<file path="src/rtl/pipe_stage_reg_if.sv">
`default_nettype none
// ============================================================================
// Module      : pipe_stage_reg_if
// Description : Handshake, control and debug bundle for one pipeline-stage
//               register. The "up" signals face the producing stage and the
//               "dn" signals face the consuming stage.
// Revision    : 1.0 - initial release
// ============================================================================
interface pipe_stage_reg_if #(
  parameter int DATA_W = 64,
  parameter int CNT_W  = 16
);
  logic              up_valid;
  logic [DATA_W-1:0] up_data;
  logic              up_ready;
  logic              dn_valid;
  logic [DATA_W-1:0] dn_data;
  logic              dn_ready;
  logic              stall;
  logic              flush;
  logic              clr_cnt;
  logic [1:0]        occ;
  logic [CNT_W-1:0]  stall_cnt;
  logic [CNT_W-1:0]  flush_cnt;

  // Surrounding pipeline / hazard unit side
  modport master (
    output up_valid, up_data, dn_ready, stall, flush, clr_cnt,
    input  up_ready, dn_valid, dn_data, occ, stall_cnt, flush_cnt
  );

  // Stage register side
  modport slave (
    input  up_valid, up_data, dn_ready, stall, flush, clr_cnt,
    output up_ready, dn_valid, dn_data, occ, stall_cnt, flush_cnt
  );
endinterface
`default_nettype wire

</file>
<file path="src/rtl/pipe_stage_reg.sv">
`default_nettype none
// ============================================================================
// Module      : pipe_stage_reg
// Description : Elastic pipeline-stage register with valid/ready handshake,
//               stall (hold) and flush (kill), optional one-entry skid
//               buffer, and saturating stall/flush event counters.
// Revision    : 1.0 - initial release
// ============================================================================
module pipe_stage_reg #(
  parameter int DATA_W = 64,
  parameter int SKID   = 1,
  parameter int CNT_W  = 16
) (
  input  wire logic        clk_i,
  input  wire logic        rst_i,
  pipe_stage_reg_if.slave  bus
);

  typedef enum logic [1:0] {
    EMPTY = 2'd0,
    ONE   = 2'd1,
    TWO   = 2'd2
  } state_t;

  localparam logic [CNT_W-1:0] C_CNT_MAX = {CNT_W{1'b1}};
  localparam logic [CNT_W-1:0] C_CNT_ONE = {{(CNT_W-1){1'b0}}, 1'b1};

  state_t            r_state;
  state_t            w_state_nxt;
  logic [DATA_W-1:0] r_m_data;
  logic [DATA_W-1:0] w_m_data_nxt;
  logic [DATA_W-1:0] r_s_data;
  logic [DATA_W-1:0] w_s_data_nxt;
  logic [CNT_W-1:0]  r_stall_cnt;
  logic [CNT_W-1:0]  r_flush_cnt;

  logic w_m_valid;
  logic w_s_valid;
  logic w_ready;
  logic w_enq;
  logic w_deq;
  logic w_stall_inc;
  logic w_flush_inc;

  assign w_m_valid = (r_state != EMPTY);
  assign w_s_valid = (r_state == TWO);

  // With the skid entry, ready depends only on held state so the downstream
  // ready never ripples upstream; without it, ready looks through to ready_i.
  if (SKID != 0) begin : g_skid
    assign w_ready = !w_s_valid && !rst_i;
  end else begin : g_no_skid
    assign w_ready = !rst_i && (!w_m_valid || (bus.dn_ready && !bus.stall));
  end

  assign w_enq = bus.up_valid && w_ready;
  assign w_deq = w_m_valid && bus.dn_ready && !bus.stall;

  assign w_stall_inc = w_m_valid && (!bus.dn_ready || bus.stall);
  assign w_flush_inc = bus.flush && (w_m_valid || bus.up_valid);

  // State and payload registers
  always_ff @(posedge clk_i) begin
    if (rst_i) begin
      r_state  <= EMPTY;
      r_m_data <= '0;
      r_s_data <= '0;
    end else begin
      r_state  <= w_state_nxt;
      r_m_data <= w_m_data_nxt;
      r_s_data <= w_s_data_nxt;
    end
  end

  // Next-state: flush empties everything; otherwise a strict two-deep FIFO
  // where M is always the older beat and S only fills while M is blocked.
  always_comb begin
    w_state_nxt  = r_state;
    w_m_data_nxt = r_m_data;
    w_s_data_nxt = r_s_data;
    if (bus.flush) begin
      w_state_nxt  = EMPTY;
      w_m_data_nxt = '0;
    end else begin
      case (r_state)
        EMPTY: begin
          if (w_enq) begin
            w_state_nxt  = ONE;
            w_m_data_nxt = bus.up_data;
          end
        end
        ONE: begin
          if (w_enq && w_deq) begin
            w_m_data_nxt = bus.up_data;
          end else if (w_enq) begin
            w_state_nxt  = TWO;
            w_s_data_nxt = bus.up_data;
          end else if (w_deq) begin
            w_state_nxt  = EMPTY;
            w_m_data_nxt = '0;
          end
        end
        TWO: begin
          if (w_deq) begin
            w_state_nxt  = ONE;
            w_m_data_nxt = r_s_data;
          end
        end
        default: begin
          w_state_nxt  = EMPTY;
          w_m_data_nxt = '0;
        end
      endcase
    end
  end

  // Saturating event counters; clear beats a same-cycle increment
  always_ff @(posedge clk_i) begin
    if (rst_i || bus.clr_cnt) begin
      r_stall_cnt <= '0;
      r_flush_cnt <= '0;
    end else begin
      if (w_stall_inc && (r_stall_cnt != C_CNT_MAX)) begin
        r_stall_cnt <= r_stall_cnt + C_CNT_ONE;
      end
      if (w_flush_inc && (r_flush_cnt != C_CNT_MAX)) begin
        r_flush_cnt <= r_flush_cnt + C_CNT_ONE;
      end
    end
  end

  assign bus.up_ready  = w_ready;
  assign bus.dn_valid  = w_m_valid;
  assign bus.dn_data   = w_m_valid ? r_m_data : '0;
  assign bus.occ       = {1'b0, w_m_valid} + {1'b0, w_s_valid};
  assign bus.stall_cnt = r_stall_cnt;
  assign bus.flush_cnt = r_flush_cnt;

endmodule
`default_nettype wire

</file>
<file path="src/flat_wrapper.sv">
// flat-port wrapper written by rule: the top's interface ports become plain ports
module pipe_stage_reg_flat 
#(
  parameter int DATA_W = 64,
  parameter int SKID   = 1,
  parameter int CNT_W  = 16
)
  (clk_i, rst_i, bus_up_valid, bus_up_data, bus_dn_ready, bus_stall, bus_flush, bus_clr_cnt, bus_up_ready, bus_dn_valid, bus_dn_data, bus_occ, bus_stall_cnt, bus_flush_cnt);
  pipe_stage_reg_if #(.DATA_W(DATA_W), .CNT_W(CNT_W)) bus_i ();
  input  wire logic clk_i;
  input  wire logic rst_i;
  input wire logic [$bits(bus_i.up_valid)-1:0] bus_up_valid;
  input wire logic [$bits(bus_i.up_data)-1:0] bus_up_data;
  input wire logic [$bits(bus_i.dn_ready)-1:0] bus_dn_ready;
  input wire logic [$bits(bus_i.stall)-1:0] bus_stall;
  input wire logic [$bits(bus_i.flush)-1:0] bus_flush;
  input wire logic [$bits(bus_i.clr_cnt)-1:0] bus_clr_cnt;
  output wire logic [$bits(bus_i.up_ready)-1:0] bus_up_ready;
  output wire logic [$bits(bus_i.dn_valid)-1:0] bus_dn_valid;
  output wire logic [$bits(bus_i.dn_data)-1:0] bus_dn_data;
  output wire logic [$bits(bus_i.occ)-1:0] bus_occ;
  output wire logic [$bits(bus_i.stall_cnt)-1:0] bus_stall_cnt;
  output wire logic [$bits(bus_i.flush_cnt)-1:0] bus_flush_cnt;
  assign bus_i.up_valid = bus_up_valid;
  assign bus_i.up_data = bus_up_data;
  assign bus_i.dn_ready = bus_dn_ready;
  assign bus_i.stall = bus_stall;
  assign bus_i.flush = bus_flush;
  assign bus_i.clr_cnt = bus_clr_cnt;
  assign bus_up_ready = bus_i.up_ready;
  assign bus_dn_valid = bus_i.dn_valid;
  assign bus_dn_data = bus_i.dn_data;
  assign bus_occ = bus_i.occ;
  assign bus_stall_cnt = bus_i.stall_cnt;
  assign bus_flush_cnt = bus_i.flush_cnt;
  pipe_stage_reg #(.DATA_W(DATA_W), .SKID(SKID), .CNT_W(CNT_W)) u_core (.clk_i(clk_i), .rst_i(rst_i), .bus(bus_i));
endmodule
</file>
<file path="config.mk">
export PLATFORM = sky130hd
export DESIGN_NAME = pipe_stage_reg_flat
export DESIGN_NICKNAME = d
export VERILOG_FILES = /design/src/rtl/pipe_stage_reg_if.sv /design/src/rtl/pipe_stage_reg.sv /design/src/flat_wrapper.sv
export SDC_FILE = /design/constraint.sdc
export NUM_CORES = 1
export LEC_CHECK = 0
export BUFFER_PORTS_ARGS = -buffer_cell sky130_fd_sc_hd__buf_4
export CAP_MARGIN = 0
export CORE_MARGIN = 5
export CORE_UTILIZATION = 45
export CTS_CLUSTER_DIAMETER = 80
export DETAILED_ROUTE_END_ITERATION = 10
export GPL_TIMING_DRIVEN = 0
export HOLD_SLACK_MARGIN = 0.15
export PLACE_DENSITY = 0.69
export SYNTH_ARGS = -nofsm -noshare
export SYNTH_HDL_FRONTEND = slang
export SYNTH_SLANG_ARGS = --single-unit
</file>
<file path="constraint.sdc">
create_clock -name clk_i -period 2.6 [get_ports clk_i]
set_input_delay 0.52 -clock clk_i [delete_from_list [all_inputs] [get_ports clk_i]]
set_output_delay 0.52 -clock clk_i [all_outputs]
set_load 0.02 [all_outputs]
</file>
==> results.txt, run 1 <==
Antenna Nets Post-Route - 0
worst-skew pair later-pin latency - 0.42 ns
core box area - 0.01453 mm^2
Gate Count Post-Synth - 783
DRC errors left - 0
Syn Std Cell Area - 0.006689 mm^2
P&R area growth vs syn - 31.26%
post-layout net count - 1046
Final GP Congestion - 0.8150
filler instances - 1343
Max clock buf depth - 2
WL per Instance - 16.23 um
Hold Buf Count CTS - 0
Die Footprint - 0.01740 mm^2
Cell Count, Final, Fillers Out - 1167
Tmin final - 2.422 ns
first drt pass iteration count - 10
post-synth cell types - 38
hpwl dp - 13060 um
Clk pin slew, worst setup/hold paths - 0.06 ns
Num CTS Buffers - 17
YS warnings - 0
Worst EP arrival - 1.90 ns
area of the multi-input gates - 0.003152 mm^2
detailed router's first-iteration violation count - 737
power consumption - 5347 uW
Crit Path Max Fanout - 10
worst slew pin tran - 0.8570 ns
power per cell area - 609.0 mW/mm^2
Inserted Diodes - 0
CTS tree - built
Seq. cell area - 0.003243 mm^2
RSZ-0062 raised after global routing - false
Max Clock Skew - 0.007831 ns
WP data required - 2.08 ns
register area share after synthesis - 48.48%
fin crit share - 93.17%
worst-path cell chain - buf_6 > nor2_2 > inv_1 > clkbuf_4 > clkbuf_2 > and2_1 > buf_4
Die W - 131.9 um
P_leak - 0.003403 uW
chip height - 131.9 um
CP max stage delay - 0.30 ns
io pins - 171
vias in the first global route - 5977
final setup fails - 0
Starting Density - 46.02%
CP Class - flip-flop to output pin
total grt overflow - 0
Mapped Avg Cell Area - 8.543 um^2
Worst setup SP type - flip-flop
H-tree lvl count - 4
Mapped Nets - 857
routed vias/inst - 5.392
count of clock tree sinks - 162
final hold viol count - 0
Slew Viols, Final - 0
Seq cells post-synth - 162
min-delay worst type - input pin to flip-flop
row cnt - 44
layout cells sized above 1 - 24.11%
post-CTS setup buffer count - 0
GRT Total Usage - 21.10%
placed instance count - 1137
routed vias - 6292
maximum VDD drop - 0.0004595 V
FMAX - 412.8 MHz
outcome - finished, final reports clean
Slowest-stage cell, CP - dfxtp_1
MaxCap Viol Count - 0
CTS root buf - clkbuf_16
port bufs - 170
DRT Wirelength - 18940 um
Worst setup EP type - output pin
largest net degree at the start of global routing - 17
first-pass GRT wire length - 30860 um
initial antenna violation count - 0
Max-slew headroom - 42.77%
final core utilization - 60.41%
Fin Setup TNS - 0 ns
[path summary, 6_finish.rpt]
check                                    startpoint             endpoint  slack, ns  cells after the start
worst max-delay path              u_core.r_state[1]      bus_dn_data[47]       0.18                      7
worst min-delay path                bus_up_data[55]  u_core.r_m_data[55]       0.35                      3
worst max register to register    u_core.r_state[0]  u_core.r_m_data[16]       0.43                      6
worst min register to register  u_core.r_s_data[18]  u_core.r_s_data[18]       0.45                      2
[through the flow]
step	hold WS [ns]	instance area (um^2)	worst slack, ns
3_5_place_dp	0.4480	8195	0.02124
2_1_floorplan	0.4359	6689	0.6931
4_1_cts	0.3291	8772	0.02394
5_1_grt	0.3415	8780	0.02954
3_3_place_gp	0.4425	8195	0.07539
6_report	0.3456	8780	0.1776
[what timing repair did]
action / CTS / global route
resized for setup: 4 / 7
endpoints found under the hold margin: 0 / 0
endpoints found under the setup margin: 50 / 51
pin swaps: 0 / 0
[kinds of logic (layout without fill, tap and decap cells)]
kind of cell               after synthesis  in the layout  share of synthesized area (%)
AOI/OAI and AO/OA                      151            151                          16.74
xor gates and xnor gates                26             26                          3.404
adders and majority gates                3              3                         0.5612
buffers and inverters                   69            269                          4.433
DFF                                    162            162                          48.48
muxes                                    3              3                         0.4490
and+or+nand+nor                        369            369                          25.93
[flip-flops by register name (all words and copies together) (netlist names)]
| register | count |
|---|---|
| u_core.r_s_data | 64 |
| u_core.bus.stall_cnt | 16 |
| u_core.bus.flush_cnt | 16 |
| u_core.r_m_data | 64 |
| u_core.r_state | 2 |
[synthesized netlist by cell type]
| library cell | instances | area share [%] |
|---|---|---|
| dfxtp_1 | 162 | 48 |
| nand2_1 | 136 | 7.6 |
| nor2_1 | 102 | 5.7 |
| a21oi_1 | 70 | 5.2 |
| a222oi_1 | 64 | 9.6 |
| and2_1 | 64 | 6.0 |
| clkbuf_1 | 43 | 2.4 |
| xnor2_1 | 20 | 2.6 |
| buf_2 | 18 | 1.3 |
| nor3_1 | 17 | 1.3 |
| nand3_1 | 10 | 0.75 |
| nand4_1 | 8 | 0.75 |
| o21ai_0 | 8 | 0.60 |
| inv_1 | 6 | 0.34 |
| xor2_1 | 6 | 0.79 |
| or3_1 | 5 | 0.47 |
| nand2b_1 | 4 | 0.37 |
| nor3b_1 | 4 | 0.45 |
| and3_1 | 3 | 0.28 |
| ha_1 | 3 | 0.56 |
| mux2i_1 | 3 | 0.45 |
| nor4_1 | 3 | 0.28 |
| nor4_2 | 3 | 0.56 |
| or2_2 | 3 | 0.28 |
| and4_1 | 2 | 0.26 |
| buf_6 | 2 | 0.34 |
| nor2b_1 | 2 | 0.19 |
| o211ai_1 | 2 | 0.22 |
| a211oi_2 | 1 | 0.19 |
| a31oi_1 | 1 | 0.094 |
| nand4_2 | 1 | 0.19 |
| nor4_4 | 1 | 0.32 |
| o21a_1 | 1 | 0.11 |
| o21ai_1 | 1 | 0.075 |
| o22a_1 | 1 | 0.13 |
| o22ai_2 | 1 | 0.19 |
| o31ai_4 | 1 | 0.32 |
| or4_4 | 1 | 0.17 |
[metal layers]
metal | vias up | share of wire, % | global-route usage (%)
met4 | 0 | 1.3 | 6.114
met3 | 23 | 7.1 | 6.145
met5 | - | 0 | 0
met1 | 2934 | 45 | 28.82
met2 | 208 | 46 | 32.54
li1 | 3127 | - | -
[final cells by class]
class	count	area share, %
flip-flops and latches	162	36.94
multi-input cells	552	35.90
repair buffers	170	14.54
clock buffers	19	4.931
plain buffers	63	3.235
well taps	184	2.622
clock inverters	11	1.582
inverters	6	0.2565
[power by group]
group | total, uW | internal (uW) | switching, uW
sequential | 2530 | 2510 | 15.2
combinational | 351 | 149 | 202
clock | 2470 | 1490 | 978
[worst max-delay path: cells and delay by family, from the launching register on]
family	cells	cell delay, ns
buf+inv	5	0.82
flops	1	0.30
simple gates	2	0.35
[cell usage in the layout (no fill, tap or decap), types with 2 or more instances in the layout]
cell type	instances
a21oi_1	70
a222oi_1	64
and2_1	64
and3_1	3
and4_1	2
buf_2	18
buf_4	170
buf_6	2
bufinv_16	3
clkbuf_1	39
clkbuf_16	17
clkbuf_2	5
clkinv_2	5
clkinvlp_4	2
dfxtp_1	162
ha_1	3
inv_1	6
mux2i_1	3
nand2_1	136
nand2b_1	4
nand3_1	10
nand4_1	8
nor2_1	101
nor2b_1	2
nor3_1	17
nor3b_1	4
nor4_1	3
nor4_2	3
o211ai_1	2
o21ai_0	8
or2_2	3
or3_1	5
xnor2_1	20
xor2_1	6
(Power assumes the default switching activity.)
==> run 2: changes to the inputs <==
Settings changed: CORE_MARGIN 5 to not set.
==> results.txt, run 2 (synthesis gave the netlist of run 1 again) <==
outcome - finished, final reports clean
Starting Density - 46.02%
RSZ-0062 raised after global routing - false
post-layout net count - 1046
Worst setup EP type - output pin
Fin Setup TNS - 0 ns
Slew Viols, Final - 0
DRC errors left - 0
row cnt - 44
worst-skew pair later-pin latency - 0.43 ns
Worst EP arrival - 1.94 ns
most frequent cells in the layout - 170 x buf_4, 162 x dfxtp_1, 136 x nand2_1
final setup fails - 0
Final GP Congestion - 0.8185
Tmin final - 2.463 ns
power consumption - 5501 uW
Max-slew headroom - 40.41%
Hold Buf Count CTS - 0
commonest non-fill, non-tap cell in the layout - buf_4
DRT Wirelength - 18190 um
Max Clock Skew - 0.01446 ns
first-pass GRT wire length - 28320 um
Die W - 123.9 um
largest net degree at the start of global routing - 17
first drt pass iteration count - 7
GRT Total Usage - 23.83%
hpwl dp - 12260 um
routed vias - 6323
core box area - 0.01453 mm^2
routed vias/inst - 5.409
min-delay worst type - input pin to flip-flop
Clk pin slew, worst setup/hold paths - 0.07 ns
Largest regs - u_core.r_m_data (64), u_core.r_s_data (64)
Inserted Diodes - 0
power per cell area - 623.7 mW/mm^2
WP data required - 2.08 ns
detailed router's first-iteration violation count - 691
Die Footprint - 0.01536 mm^2
Antenna Nets Post-Route - 0
final hold viol count - 0
initial antenna violation count - 0
Final WS setup - 0.1375 ns
Num CTS Buffers - 17
port bufs - 170
vias in the first global route - 5773
Worst setup SP type - flip-flop
fin crit share - 94.71%
chip height - 123.9 um
CP Class - flip-flop to output pin
maximum VDD drop - 0.0004760 V
pre-CTS WS - 0.05977 ns
CTS root buf - clkbuf_16
count of clock tree sinks - 162
P&R area growth vs syn - 31.86%
CTS tree - built
MaxCap Viol Count - 0
layout cells sized above 1 - 24.26%
WL per Instance - 15.56 um
P_leak - 0.003412 uW
Crit Path Max Fanout - 10
io pins - 171
Max clock buf depth - 2
worst slew pin tran - 0.8923 ns
FMAX - 406.1 MHz
total grt overflow - 0
H-tree lvl count - 4
[run 2: cell types whose count changed in the layout (fill, tap and decap cells not counted), sizes merged]
cell	delta
clkinv	-2
clkbuf	-1
clkinvlp	+1
inv	+4
[run 2: metal layers]
metal	GRT usage [%]	vias up	share of wire, %	routed length, um
met1	31.70	2928	45	8231
met2	38.30	252	46	8449
met3	5.403	11	7.4	1343
met5	0	-	0	0
li1	-	3132	-	-
met4	7.515	0	0.92	167
[run 2: final cells by class]
cell class                      instances  area, um^2
Tap cell                              184       230.2
Fill cell                            1314        5714
Inverter                                6       22.52
Clock buffer                           18       439.2
Sequential cell                       162        3243
Multi-Input combinational cell        552        3152
Timing Repair Buffer                  170        1276
Buffer                                 63       281.5
Clock inverter                         14       175.2
[run 2: where the power goes]
group	total [uW]	internal, uW	leakage (uW)	switching [uW]
sequential	2520	2510	0.00131	15.4
clock	2630	1550	0.000294	1080
combinational	350	149	0.00181	201
total	5500	4210	0.00341	1290
[run 2: critical path: stages (launching register included)]
cell and delay [ns]:
dfxtp_1 0.30, buf_6 0.13, nor2_2 0.17, inv_1 0.11, clkbuf_4 0.23, clkbuf_2 0.21, and2_1 0.21, buf_4 0.16
[run 2: stage by stage]
step                      cells  hold slack (ns)  cell area (um^2)  utilization (%)
after floorplan             783           0.4359              6689                -
after global placement     1137           0.4414              8195            56.39
after detailed placement   1137           0.4475              8195            56.39
after CTS                  1169           0.3325              8817            60.67
after global routing       1169           0.3427              8820            60.68
final                      1169           0.3357              8820            60.68
[run 2: final timing paths]
path | start | endpoint | slack (ns) | cells after the start
setup / recovery | u_core.r_state[1] | bus_dn_data[39] | 0.14 | 7
setup reg to reg | u_core.r_state[0] | u_core.r_m_data[18] | 0.39 | 6
hold reg to reg | u_core.r_s_data[54] | u_core.r_s_data[54] | 0.46 | 2
hold / removal | bus_up_data[49] | u_core.r_m_data[49] | 0.34 | 3
[run 2: what timing repair did]
item / CTS / global route
endpoints found under the setup margin: 50 / 21
gates resized for setup: 5 / 1
pin swaps: 0 / 0
setup buffers: 0 / 0
